==> src/rtl/rr_merge_arbiter.sv <==
// Round-robin merge of SIZE handshake producers into one registered output slot.
// The winner's data and channel number are captured into the slot, which drains and refills in the same cycle.
module rr_merge_arbiter #(
  parameter int SIZE        = 2,
  parameter int DATA_WIDTH  = 32,
  parameter int INDEX_WIDTH = 1
) (
  input  logic                       clk,
  input  logic                       rst,
  input  logic [SIZE*DATA_WIDTH-1:0] ins,
  input  logic [SIZE-1:0]            ins_valid,
  output logic [SIZE-1:0]            ins_ready,
  output logic [DATA_WIDTH-1:0]      outs,
  output logic                       outs_valid,
  input  logic                       outs_ready,
  output logic [INDEX_WIDTH-1:0]     index
);

  localparam int PW  = (SIZE > 1) ? $clog2(SIZE) : 1;
  localparam int EXT = 2 ** (PW + 1);

  typedef enum logic {
    S_EMPTY = 1'b0,
    S_FULL  = 1'b1
  } slot_state_t;

  slot_state_t            r_state;
  logic [DATA_WIDTH-1:0]  r_data;
  logic [INDEX_WIDTH-1:0] r_index;
  logic [PW-1:0]          r_ptr;

  logic [EXT-1:0]         w_valid_ext;
  logic [PW:0]            w_cand;
  logic                   w_found;
  logic [PW-1:0]          w_win;
  logic [SIZE-1:0]        w_ready_oh;
  logic [DATA_WIDTH-1:0]  w_data;
  logic                   w_accept;
  logic                   w_grant;
  logic [PW-1:0]          w_ptr_next;

  // Padding the valid vector lets a candidate of full index width address it safely.
  assign w_valid_ext = EXT'(ins_valid);

  // Circular search for the first valid channel, starting at the priority pointer.
  always_comb begin
    w_found = 1'b0;
    w_win   = '0;
    w_cand  = '0;
    for (int k = 0; k < SIZE; k++) begin
      w_cand = {1'b0, r_ptr} + (PW + 1)'(k);
      if (w_cand >= (PW + 1)'(SIZE)) begin
        w_cand = w_cand - (PW + 1)'(SIZE);
      end else begin
        w_cand = w_cand;
      end
      if (!w_found && w_valid_ext[w_cand]) begin
        w_found = 1'b1;
        w_win   = w_cand[PW-1:0];
      end else begin
        w_found = w_found;
      end
    end
  end

  // Decode the winner into a one-hot grant and select its data.
  always_comb begin
    w_ready_oh = '0;
    w_data     = '0;
    for (int i = 0; i < SIZE; i++) begin
      if (w_win == PW'(i)) begin
        w_ready_oh[i] = 1'b1;
        w_data        = ins[i*DATA_WIDTH +: DATA_WIDTH];
      end else begin
        w_ready_oh[i] = 1'b0;
      end
    end
  end

  assign w_accept   = (r_state == S_EMPTY) || outs_ready;
  assign w_grant    = rst && w_accept && w_found;
  assign w_ptr_next = (w_win == PW'(SIZE - 1)) ? '0 : w_win + PW'(1);
  assign ins_ready  = w_grant ? w_ready_oh : '0;

  // Slot FSM plus the data, index and pointer registers that follow a grant.
  always_ff @(posedge clk) begin
    if (!rst) begin
      r_state <= S_EMPTY;
      r_data  <= '0;
      r_index <= '0;
      r_ptr   <= '0;
    end else begin
      case (r_state)
        S_EMPTY: r_state <= w_found ? S_FULL : S_EMPTY;
        S_FULL:  r_state <= (outs_ready && !w_found) ? S_EMPTY : S_FULL;
        default: r_state <= S_EMPTY;
      endcase
      if (w_grant) begin
        r_data  <= w_data;
        r_index <= INDEX_WIDTH'(w_win);
        r_ptr   <= w_ptr_next;
      end else begin
        r_data  <= r_data;
        r_index <= r_index;
        r_ptr   <= r_ptr;
      end
    end
  end

  assign outs       = r_data;
  assign index      = r_index;
  assign outs_valid = (r_state == S_FULL);

endmodule

==> config.mk <==
export PLATFORM = sky130hd
export DESIGN_NAME = rr_merge_arbiter
export DESIGN_NICKNAME = d
export VERILOG_FILES = /design/src/rtl/rr_merge_arbiter.sv
export SDC_FILE = /design/constraint.sdc
export NUM_CORES = 1
export LEC_CHECK = 0
export ABC_AREA = 1
export BUFFER_PORTS_ARGS = -buffer_cell sky130_fd_sc_hd__buf_2
export CAP_MARGIN = 5
export CORE_MARGIN = 2
export CORE_UTILIZATION = 40
export DETAILED_ROUTE_END_ITERATION = 6
export PLACE_DENSITY = 0.87
export SLEW_MARGIN = 10
export SYNTH_ARGS = -nofsm -noshare
export SYNTH_HDL_FRONTEND = slang
export SYNTH_SLANG_ARGS = --single-unit
==> constraint.sdc <==
create_clock -name clk -period 1 [get_ports clk]
set_input_delay 0 -clock clk [delete_from_list [all_inputs] [get_ports clk]]
set_output_delay 0 -clock clk [all_outputs]
set_load 0.02 [all_outputs]
==> impl_metrics.csv <==
group,metric,value,unit
run_status,outcome,"complete, but fails checks",
run_status,violations,"negative setup slack",
placement,gp_congestion,0.777,
finish,fillCellCount,359,
floorplanning,initial_core_util,42.0,%
critical_path,cp.required,1.00,ns
yosys,seq_area_frac_synth,38.1,%
pwr,p_per_area,1280,nW/um^2
yosys,netlist_area,1840,sq um
hold_path,hold_class,"primary input to flip-flop",
floorplanning,dieArea,5160,sq um
finish,multi_input_area,1110,sq um
global_routing,grt_antenna_before_repair,0,
yosys,synth_top_family_by_area,"simple AND/OR/NAND/NOR gates",
floorplanning,io_pins,105,
critical_path,critical_path.max_fanout,7,
finish,layout.area.seq,706,sq um
placement,dp_slack,-0.0906,ns
finish,layout-drive-gt1-share,52.5,%
sta,drv_slew,0,
sta,worstMarginPinSlew,0.282,ns
routing,drt-pass1-iter-count,4,
floorplanning,die_h,71.8,um
yosys,syn-num-nets,333,
critical_path,crit_path_start,"r_ptr$_SDFFE_PN0P_",
run,maxCapViolations,0,
yosys,yosys.area_share.simple,39.3,%
critical_path,r2r_end,"outs[21]$_SDFFE_PN0P_",
finish,layout-area-overhead-vs-synth,57.8,%
yosys,synthXorXnorAreaFrac,0,%
floorplanning,core_area,4380,sq um
placement,portBuffers,104,
routing,drt_iter0_drc,54,
sta,post-route-min-period,1.18,ns
hold_path,holdPathStages,5,
pwr,p_total,3.72,mW
cts,clock_latency,0.29,ns
cts,cts_buffers,5,
pwr,peakVddDrop,0.000816,V
global_routing,gr-total-overflow,0,
critical_path,crit_path_end_kind,"output port",
critical_path,reg2regPathDepth,7,
yosys,synth_cell_types,17,
global_routing,grt_pass1_vias,2020,
routing,dr_total_vias,2160,
routing,drc,0,
yosys,syn_inst,264,
critical_path,r2r-start,"outs_valid$_SDFF_PN0_",
routing,antenna_left,0,
routing,wl_per_cell,13.0,um
sta,setup_viol,36,
routing,wl,5.65,mm
cts,cts_root_buf,"clkbuf_8",
yosys,muxShareOfSynthArea,0,%
sta,rsz0062_at_grt,"true",
cts,clk_pin_slew,0.08,ns
critical_path,endpoint,"ins_ready[0]",
cts,cts.htree.levels,2,
routing,avgViaCountPerCell,4.97,
sta,fin_skew,0.0114,ns
yosys,synth_fa_ha_area_share,0,%
critical_path,start_kind,"flip-flop",
finish,nets,451,
critical_path,cp.arrival,1.18,ns
sta,hold_viol,0,
placement,hpwlAfterDp,3.73,mm
sta,finalCritPeriodShare,118,%
sta,clock.fmax,0.846,GHz
sta,relSlewSlack,81.2,%
cts,hold_buffers,0,
critical_path,worst-setup-path-type,"flip-flop to output port",
pwr,leakagePower,1.47,nW
global_routing,grt_max_degree,21,
yosys,synth-compound-area-share,15.0,%
cts,cts_buffer_depth,2,
global_routing,grtUsageTotal,21.0,%
critical_path,r2r_slack,-0.18,ns
global_routing,grt_pass1_wl,8.65,mm
sta,finalWorstSetupSlack,-0.182,ns
yosys,ys_ff_latch,35,
floorplanning,die_x,71.8,um
cts,cts_tree,"yes",
floorplanning,row_count,24,
finish,n_antenna_cell,0,
cts,cts.sinks,35,
yosys,syn_area_per_cell,6.97,sq um
yosys,ys_warn_count,0,
==> layer usage <==
| metal | global-route usage (%) | routed length (um) | up-vias |
|---|---|---|---|
| met3 | 4.78 | 374 | 12 |
| met5 | 0 | 0 | - |
| met1 | 23.6 | 2200 | 981 |
| met2 | 38.8 | 2960 | 87 |
| li1 | - | - | 1080 |
| met4 | 7.34 | 111 | 0 |
==> critical path, stage by stage, from the launching register on <==
cell,delay (ns)
dfxtp_2,0.33
inv_2,0.06
nand2_4,0.05
nand2_4,0.09
buf_12,0.13
nand2_4,0.05
inv_2,0.06
buf_6,0.11
==> registers in the layout, summed over array words and instances (netlist names) <==
signal and flops:
outs 32, outs_valid 1, index 1, r_ptr 1
==> synth_stat cells <==
master	number	area, sq um
clkinv_1	1	3.75
buf_6	4	45.0
nand3_1	33	165
clkbuf_1	2	7.51
a21oi_1	7	35.0
dfxtp_1	35	701
buf_4	4	30.0
nor2_4	2	22.5
nor2_1	1	3.75
nand2_1	131	492
buf_1	2	7.51
inv_1	3	11.3
buf_2	7	35.0
nand3b_4	1	20.0
nand2_2	3	18.8
o21ai_1	1	5.00
a21oi_2	27	236
==> layout by cell type, fill, tap and decap left out, types with 5 or more instances in the layout <==
cell	instances
a21oi_1	5
nand2_1	109
dfxtp_1	33
buf_2	102
nand3_1	32
clkbuf_8	5
buf_4	11
a21oi_2	29
nand2_2	17
buf_12	6
nand2_4	8
==> timing repair <==
action | 4_1_cts | 5_1_grt
cloned | 2 | 2
gates resized for setup | 26 | 21
setup endpoints to repair | 34 | 36
setup buffers | 7 | 0
pin swaps | 6 | 10
==> power by group <==
group | switching, mW | internal (mW) | leakage (nW)
registers | 0.0467 | 1.48 | 0.287
clock network | 0.561 | 0.498 | 0.0443
logic | 0.614 | 0.517 | 1.14
total | 1.22 | 2.49 | 1.47
==> worst min path at each step <==
stage	start	to	slack (ns)
2_1_floorplan	rst	index$_SDFFE_PN0P_	0.15
3_3_place_gp	outs_ready	outs_valid$_SDFF_PN0_	0.34
3_5_place_dp	outs_ready	outs_valid$_SDFF_PN0_	0.34
4_1_cts	rst	index$_SDFFE_PN0P_	0.03
5_1_grt	rst	index$_SDFFE_PN0P_	0.05
6_report	ins[13]	outs[13]$_SDFFE_PN0P_	0.03
==> through the flow <==
step	TNS (ns)	cells	util [%]	hold WS, ns	area (sq um)
global route	-7.26	435	66.2	0.0453	2900
CTS	-4.13	433	63.6	0.0292	2790
finish	-5.35	435	66.2	0.0315	2900
floorplan	-0.822	264	-	0.149	1880
global placement	-1.15	416	57.3	0.336	2510
detailed placement	-2.09	416	57.3	0.336	2510
==> cell type report <==
type / count / share of cell area [%]
sequential: 35 / 24.3
timing repair buffer: 130 / 31.3
clock inverter: 3 / 0.862
multi-input combinational: 206 / 38.4
inverter: 4 / 0.517
clock buffer: 5 / 2.37
tap: 52 / 2.24
==> logic make-up after synthesis <==
family,count (synthesis)
buffers and inverters,23
AOI/OAI and AO/OA,35
and+or+nand+nor,171
DFF,35
Note: power is estimated with default switching activity, not from simulation.
